$ cat config.mk
export PLATFORM = sky130hd
export DESIGN_NAME = dm_lsu_flat
export DESIGN_NICKNAME = d
export VERILOG_FILES = /design/src/rtl/lsu_pkg.sv /design/src/rtl/dm_lsu_if.sv /design/src/rtl/lsu_lane.sv /design/src/rtl/dm_lsu.sv /design/src/flat_wrapper.sv
export SDC_FILE = /design/constraint.sdc
export NUM_CORES = 1
export LEC_CHECK = 0
export CAP_MARGIN = 10
export CELL_PAD_IN_SITES_DETAIL_PLACEMENT = 1
export CELL_PAD_IN_SITES_GLOBAL_PLACEMENT = 1
export CORE_ASPECT_RATIO = 1.1
export CORE_MARGIN = 2
export CORE_UTILIZATION = 41
export DETAILED_ROUTE_END_ITERATION = 10
export PLACE_DENSITY = 0.88
export REMOVE_ABC_BUFFERS = 1
export SYNTH_ARGS = -nofsm -noshare
export SYNTH_HDL_FRONTEND = slang
export SYNTH_SLANG_ARGS = --single-unit
$ cat constraint.sdc
create_clock -name clk -period 7.55 [get_ports clk]
set_clock_uncertainty 0.1 [all_clocks]
set_input_delay 0.755 -clock clk [delete_from_list [all_inputs] [get_ports clk]]
set_output_delay 0.755 -clock clk [all_outputs]
set_load 0.01 [all_outputs]
$ cat src/rtl/lsu_pkg.sv
// Shared types for the dm_lsu load/store unit.
// Size codes, FSM encodings and the default dm depth.
package lsu_pkg;

    localparam int DM_WORDS_DEF = 1024;

    typedef enum logic [1:0] {
        SZ_BYTE = 2'b00,
        SZ_HALF = 2'b01,
        SZ_WORD = 2'b10,
        SZ_ILL  = 2'b11
    } size_e;

    typedef enum logic [1:0] {
        S_IDLE     = 2'b00,
        S_ACCESS   = 2'b01,
        S_MERGE_WR = 2'b10,
        S_RESP     = 2'b11
    } state_e;

endpackage

$ cat src/rtl/dm_lsu_if.sv
// Request/response channel between core and LSU,
// and the word bus between LSU and dm.
interface lsu_req_if #(
    parameter int ADDR_W = 32
);
    logic              req_valid;
    logic              req_ready;
    logic              req_write;
    logic [1:0]        req_size;
    logic              req_signed;
    logic [ADDR_W-1:0] req_addr;
    logic [31:0]       req_wdata;
    logic              rsp_valid;
    logic              rsp_err;
    logic [31:0]       rsp_rdata;

    modport master (
        output req_valid, req_write, req_size,
        output req_signed, req_addr, req_wdata,
        input  req_ready, rsp_valid, rsp_err, rsp_rdata
    );

    modport slave (
        input  req_valid, req_write, req_size,
        input  req_signed, req_addr, req_wdata,
        output req_ready, rsp_valid, rsp_err, rsp_rdata
    );
endinterface

interface dm_bus_if #(
    parameter int ADDR_W = 32
);
    logic              dm_we;
    logic [ADDR_W-1:0] dm_addr;
    logic [31:0]       dm_din;
    logic [31:0]       dm_dout;

    modport master (
        output dm_we, dm_addr, dm_din,
        input  dm_dout
    );

    modport slave (
        input  dm_we, dm_addr, dm_din,
        output dm_dout
    );
endinterface

$ cat src/rtl/lsu_lane.sv
// Lane extract/extend for loads and lane merge for
// sub-word stores, little-endian.
module lsu_lane
    import lsu_pkg::*;
(
    input  logic [1:0]  lane_i,
    input  logic [1:0]  size_i,
    input  logic        signed_i,
    input  logic [31:0] rdata_i,
    input  logic [31:0] merge_i,
    input  logic [31:0] wdata_i,
    output logic [31:0] ld_o,
    output logic [31:0] st_o
);

    logic [4:0]  sh;
    logic [7:0]  b;
    logic [15:0] h;

    assign sh = {lane_i, 3'b000};
    assign b  = 8'(rdata_i >> sh);
    assign h  = lane_i[1] ? rdata_i[31:16] : rdata_i[15:0];

    always_comb begin
        ld_o = rdata_i;
        case (size_i)
            SZ_BYTE: ld_o = {{24{signed_i & b[7]}}, b};
            SZ_HALF: ld_o = {{16{signed_i & h[15]}}, h};
            default: ld_o = rdata_i;
        endcase
    end

    always_comb begin
        st_o = wdata_i;
        case (size_i)
            SZ_BYTE: begin
                st_o = merge_i;
                st_o[sh +: 8] = wdata_i[7:0];
            end
            SZ_HALF: begin
                st_o = merge_i;
                if (lane_i[1]) st_o[31:16] = wdata_i[15:0];
                else           st_o[15:0]  = wdata_i[15:0];
            end
            default: st_o = wdata_i;
        endcase
    end

endmodule

$ cat src/rtl/dm_lsu.sv
// Load/store unit in front of word-wide dm: one request
// at a time, sub-word stores done as read-modify-write.
module dm_lsu
    import lsu_pkg::*;
#(
    parameter int ADDR_W   = 32,
    parameter int DM_WORDS = DM_WORDS_DEF
) (
    input  logic       clk,
    input  logic       reset,
    lsu_req_if.slave   req,
    dm_bus_if.master   dm
);

    localparam logic [ADDR_W-1:0] WORDS_L = ADDR_W'(DM_WORDS);

    state_e            state_q, state_d;
    logic              wr_q, wr_d;
    logic [1:0]        size_q, size_d;
    logic              sgn_q, sgn_d;
    logic [ADDR_W-1:0] addr_q, addr_d;
    logic [31:0]       wdata_q, wdata_d;
    logic              err_q, err_d;
    logic [31:0]       merge_q, merge_d;
    logic [31:0]       rdata_q, rdata_d;

    logic              req_err;
    logic [ADDR_W-1:0] word_addr;
    logic [31:0]       ld_data;
    logic [31:0]       st_data;

    // Error is resolved at accept time so ACCESS never drives dm_we for it
    assign req_err =
        (req.req_size == SZ_ILL) |
        ((req.req_size == SZ_HALF) & req.req_addr[0]) |
        ((req.req_size == SZ_WORD) & (req.req_addr[1:0] != 2'b00)) |
        ({2'b00, req.req_addr[ADDR_W-1:2]} >= WORDS_L);

    assign word_addr = {addr_q[ADDR_W-1:2], 2'b00};

    lsu_lane u_lane (
        .lane_i   (addr_q[1:0]),
        .size_i   (size_q),
        .signed_i (sgn_q),
        .rdata_i  (dm.dm_dout),
        .merge_i  (merge_q),
        .wdata_i  (wdata_q),
        .ld_o     (ld_data),
        .st_o     (st_data)
    );

    always_comb begin
        state_d    = state_q;
        wr_d       = wr_q;
        size_d     = size_q;
        sgn_d      = sgn_q;
        addr_d     = addr_q;
        wdata_d    = wdata_q;
        err_d      = err_q;
        merge_d    = merge_q;
        rdata_d    = rdata_q;
        dm.dm_we   = 1'b0;
        dm.dm_addr = '0;
        dm.dm_din  = '0;
        unique case (state_q)
            S_IDLE: begin
                if (req.req_valid) begin
                    wr_d    = req.req_write;
                    size_d  = req.req_size;
                    sgn_d   = req.req_signed;
                    addr_d  = req.req_addr;
                    wdata_d = req.req_wdata;
                    err_d   = req_err;
                    state_d = S_ACCESS;
                end
            end
            S_ACCESS: begin
                dm.dm_addr = word_addr;
                state_d    = S_RESP;
                if (err_q) begin
                    state_d = S_RESP;
                end else if (!wr_q) begin
                    rdata_d = ld_data;
                end else if (size_q == SZ_WORD) begin
                    dm.dm_we  = 1'b1;
                    dm.dm_din = wdata_q;
                end else begin
                    merge_d = dm.dm_dout;
                    state_d = S_MERGE_WR;
                end
            end
            S_MERGE_WR: begin
                dm.dm_we   = 1'b1;
                dm.dm_addr = word_addr;
                dm.dm_din  = st_data;
                state_d    = S_RESP;
            end
            S_RESP: state_d = S_IDLE;
            default: state_d = S_IDLE;
        endcase
    end

    always_ff @(posedge clk or posedge reset) begin
        if (reset) begin
            state_q <= S_IDLE;
            wr_q    <= 1'b0;
            size_q  <= 2'b00;
            sgn_q   <= 1'b0;
            addr_q  <= '0;
            wdata_q <= '0;
            err_q   <= 1'b0;
            merge_q <= '0;
            rdata_q <= '0;
        end else begin
            state_q <= state_d;
            wr_q    <= wr_d;
            size_q  <= size_d;
            sgn_q   <= sgn_d;
            addr_q  <= addr_d;
            wdata_q <= wdata_d;
            err_q   <= err_d;
            merge_q <= merge_d;
            rdata_q <= rdata_d;
        end
    end

    assign req.req_ready = (state_q == S_IDLE);
    assign req.rsp_valid = (state_q == S_RESP);
    assign req.rsp_err   = (state_q == S_RESP) & err_q;
    assign req.rsp_rdata = rdata_q;

endmodule

$ cat src/flat_wrapper.sv
// flat-port wrapper written by rule: the top's interface ports become plain ports
module dm_lsu_flat import lsu_pkg::*;
#(
    parameter int ADDR_W   = 32,
    parameter int DM_WORDS = DM_WORDS_DEF
)
  (clk, reset, req_req_valid, req_req_write, req_req_size, req_req_signed, req_req_addr, req_req_wdata, req_req_ready, req_rsp_valid, req_rsp_err, req_rsp_rdata, dm_dm_we, dm_dm_addr, dm_dm_din, dm_dm_dout);
  lsu_req_if #(.ADDR_W(ADDR_W)) req_i ();
  dm_bus_if #(.ADDR_W(ADDR_W)) dm_i ();
  input  logic clk;
  input  logic reset;
  input wire logic [$bits(req_i.req_valid)-1:0] req_req_valid;
  input wire logic [$bits(req_i.req_write)-1:0] req_req_write;
  input wire logic [$bits(req_i.req_size)-1:0] req_req_size;
  input wire logic [$bits(req_i.req_signed)-1:0] req_req_signed;
  input wire logic [$bits(req_i.req_addr)-1:0] req_req_addr;
  input wire logic [$bits(req_i.req_wdata)-1:0] req_req_wdata;
  output wire logic [$bits(req_i.req_ready)-1:0] req_req_ready;
  output wire logic [$bits(req_i.rsp_valid)-1:0] req_rsp_valid;
  output wire logic [$bits(req_i.rsp_err)-1:0] req_rsp_err;
  output wire logic [$bits(req_i.rsp_rdata)-1:0] req_rsp_rdata;
  output wire logic [$bits(dm_i.dm_we)-1:0] dm_dm_we;
  output wire logic [$bits(dm_i.dm_addr)-1:0] dm_dm_addr;
  output wire logic [$bits(dm_i.dm_din)-1:0] dm_dm_din;
  input wire logic [$bits(dm_i.dm_dout)-1:0] dm_dm_dout;
  assign req_i.req_valid = req_req_valid;
  assign req_i.req_write = req_req_write;
  assign req_i.req_size = req_req_size;
  assign req_i.req_signed = req_req_signed;
  assign req_i.req_addr = req_req_addr;
  assign req_i.req_wdata = req_req_wdata;
  assign req_req_ready = req_i.req_ready;
  assign req_rsp_valid = req_i.rsp_valid;
  assign req_rsp_err = req_i.rsp_err;
  assign req_rsp_rdata = req_i.rsp_rdata;
  assign dm_dm_we = dm_i.dm_we;
  assign dm_dm_addr = dm_i.dm_addr;
  assign dm_dm_din = dm_i.dm_din;
  assign dm_i.dm_dout = dm_dm_dout;
  dm_lsu #(.ADDR_W(ADDR_W), .DM_WORDS(DM_WORDS)) u_core (.clk(clk), .reset(reset), .req(req_i), .dm(dm_i));
endmodule
==> reports/qor.yml <==
num_antenna_cells: 0
grt_pass1_vias: 6997
worstPathArrival_ns: 3.45
ys_types: 65
core_mm2: 0.0178
drive_gt1_share_pct: 19.9
grt_max_degree: 83
netlist_area_mm2: 0.00749
slew_headroom_pct: 29.7
grt_pass1_wl_um: 40300
post-cts-setup-buffer-count: 0
clockBufferDepth: 2
cp_slowest_cell: "nor4bb_1"
area_growth_pct: 35.6
critPathCaptureType: "output pin"
ctsResizeCount: 0
fin_crit_sh_pct: 57.0
wire_per_inst_um: 22.7
rsz0062_at_grt: "false"
critical_path.top_delay_family: "simple AND/OR/NAND/NOR gates"
worstPathRequired_ns: 6.69
ys_seq_elements: 135
path_buf_inv: 2
min_path_type: "reg -> reg"
setup_tns_ns: 0
fin_crit_ns: 4.30
portBuffers: 200
drv_cap: 0
crit_chain: "inv_1 -> ha_1 -> nor4bb_1 -> and2b_1 -> o2bb2ai_1 -> a21oi_1 -> clkdlybuf4s50_1"
status: "finished clean"
grt-ovfl-total: 0
power_leakage_uw: 0.00413
hpwl_um: 18400
timing.fmax_mhz: 233
seq_area_frac_synth_pct: 45.1
p_per_area_mw_per_mm2: 453
num_vias: 6628
tightest_slew_ns: 1.05
routed_wl_um: 25700
drtAntennaViolNets: 0
place_congestion: 0.905
die_w_um: 133
fin_util_pct: 57.0
peakVddDrop_mv: 0.207
rows: 51
maxSlewViolCount: 0
first_iter_violations: 541
die-area_mm2: 0.0194
synthCells: 703
nFillCells: 1923
drt-pass1-iter-count: 8
start_util_pct: 42.0
avgSynthCellArea_um2: 10.6
finalSetupViolCount: 0
multi_input_area_mm2: 0.00380
antenna_found_initial: 0
cts_root_buf: "clkbuf_16"
route.detailed.drc: 0
ctsHoldBuffers: 0
nets: 993
die_y_um: 146
worstSetupPathType: "reg -> out"
start_kind: "flip-flop"
clkLatencyLatePin_ns: 0.43
crit_fanout: 13
groute.usage.overall_pct: 26.7
vias_per_cell: 5.86
cts.sinks: 135
path_clk_slew_ns: 0.06
final_hold_viol_count: 0
ios: 203
cpPeakStageDelay_ns: 0.61
seqCellArea_mm2: 0.00338
h-tree-depth: 4
cts_tree: "built"
yosys_warnings: 0
numCtsBuffers: 17
## logic make-up (layout without fill, tap and decap cells)
family	count (synthesis)	count (layout)	share of synthesized area, %
other	1	2	0.0501
buffers and inverters	61	251	4.21
AOI/OAI and AO/OA	157	157	15.5
adders and majority gates	9	9	1.50
DFF	135	135	45.1
muxes	113	113	16.9
and+or+nand+nor	227	227	16.6
## layout by cell type, fill, tap and decap left out, drive strengths merged, types with 9 or more instances in the layout
master / n
mux2: 105
nand3: 35
nand2: 65
a22oi: 16
clkdlybuf4s50: 200
a21oi: 36
and2: 40
nor3: 11
a221o: 15
dfrtp: 135
inv: 13
nor2: 22
nand2b: 13
ha: 9
clkbuf: 20
o21ai: 33
## routing by layer
layer	up-vias	wire length, um	GRT usage (%)
li1	2915	-	-
met1	3393	10100	32.1
met2	275	13000	45.7
met3	45	2040	8.39
met4	0	605	8.66
met5	-	0	0
## per-stage QoR
| step | area, um^2 | total power (uW) | hold WS (ns) | cells | worst slack, ns |
|---|---|---|---|---|---|
| after floorplan | 7220 | 2670 | 0.349 | 655 | 3.08 |
| after global placement | 9580 | 3640 | 0.362 | 1100 | 3.98 |
| after detailed placement | 9580 | 3740 | 0.367 | 1100 | 3.78 |
| after CTS | 10200 | 4610 | 0.400 | 1132 | 3.25 |
| after global routing | 10200 | 4870 | 0.418 | 1132 | 3.04 |
| final | 10200 | 4600 | 0.395 | 1132 | 3.25 |
## state kept, by name (all words and copies together), names as in the netlist
name	flops
u_core.state_q	2
u_core.req.rsp_rdata	32
u_core.sgn_q	1
u_core.wr_q	1
u_core.size_q	2
u_core.addr_q	32
u_core.err_q	1
u_core.merge_q	32
u_core.wdata_q	32
## synth_stat cells, drive strengths merged
library cell  instances  area [um^2]
clkbuf               14         52.6
mux2i                 8         83.8
nor4                  7         73.8
nand2b               13         81.3
o31a                  4         35.0
inv                  12         45.1
nor3b                 3         33.8
a222oi                4         40.0
o211ai                6         50.1
nor4bb                1         10.0
and3b                 1         12.5
nand4                 5         31.3
nand2                65          246
o21ba                 1         10.0
nand3                35          188
buf                  35          218
and2                 40          250
or3                   1         11.3
a21oi                36          191
dfrtp               135         3380
or2                   7         43.8
o2bb2ai               6         52.6
o31ai                 2         15.0
nor3                 11         60.1
a221o                15          150
a22oi                16          155
o221a                 7         78.8
o2111ai               1         8.76
o22ai                 8         56.3
mux2                105         1180
a22o                  4         35.0
ha                    9          113
a21o                  1         7.51
a31oi                 8         50.1
o21a                  2         15.0
nor2                 22         97.6
o21bai                1         7.51
o21ai                33          169
conb                  1         3.75
and2b                 2         15.0
and3                  6         37.5
nand3b                3         22.5
a41oi                 2         36.3
nor2b                 5         31.3
## cell type report
cell class                 instances  share of cell area [%]
sequential                       135                    33.3
clock buffer                      20                    4.40
tap                              238                    2.93
clock inverter                    12                    1.26
inverter                          12                   0.468
timing repair buffer             207                    20.2
multi-input combinational        508                    37.4
## worst paths after layout
kind / startpoint / end / slack [ns] / cells after the start
max reg2reg: u_core.size_q[0]$_DFFE_PP0P_ / u_core.req.rsp_rdata[8]$_DFFE_PP0P_ / 4.83 / 5
max in group asynchronous: reset / u_core.wdata_q[22]$_DFFE_PP0P_ / 5.16 / 3
max: u_core.addr_q[0]$_DFFE_PP0P_ / dm_dm_din[2] / 3.25 / 7
min: u_core.req.rsp_rdata[17]$_DFFE_PP0P_ / u_core.req.rsp_rdata[17]$_DFFE_PP0P_ / 0.40 / 2
min in group asynchronous: reset / u_core.req.rsp_rdata[30]$_DFFE_PP0P_ / 0.87 / 2
min reg2reg: u_core.req.rsp_rdata[17]$_DFFE_PP0P_ / u_core.req.rsp_rdata[17]$_DFFE_PP0P_ / 0.40 / 2
## power breakdown
group          internal, uW  switching [uW]  leakage, uW
sequential             1080             327      0.00162
combinational          1170            1190      0.00222
clock                   494             332     0.000284
## worst reg2reg max path, cell delays in order, from the launching register on
cell and delay, ns:
dfrtp_1 0.57, buf_4 0.41, nand2b_1 0.77, o22ai_2 0.18, a21oi_4 0.41, a22oi_2 0.15
Power figures use the tool's default switching activity.
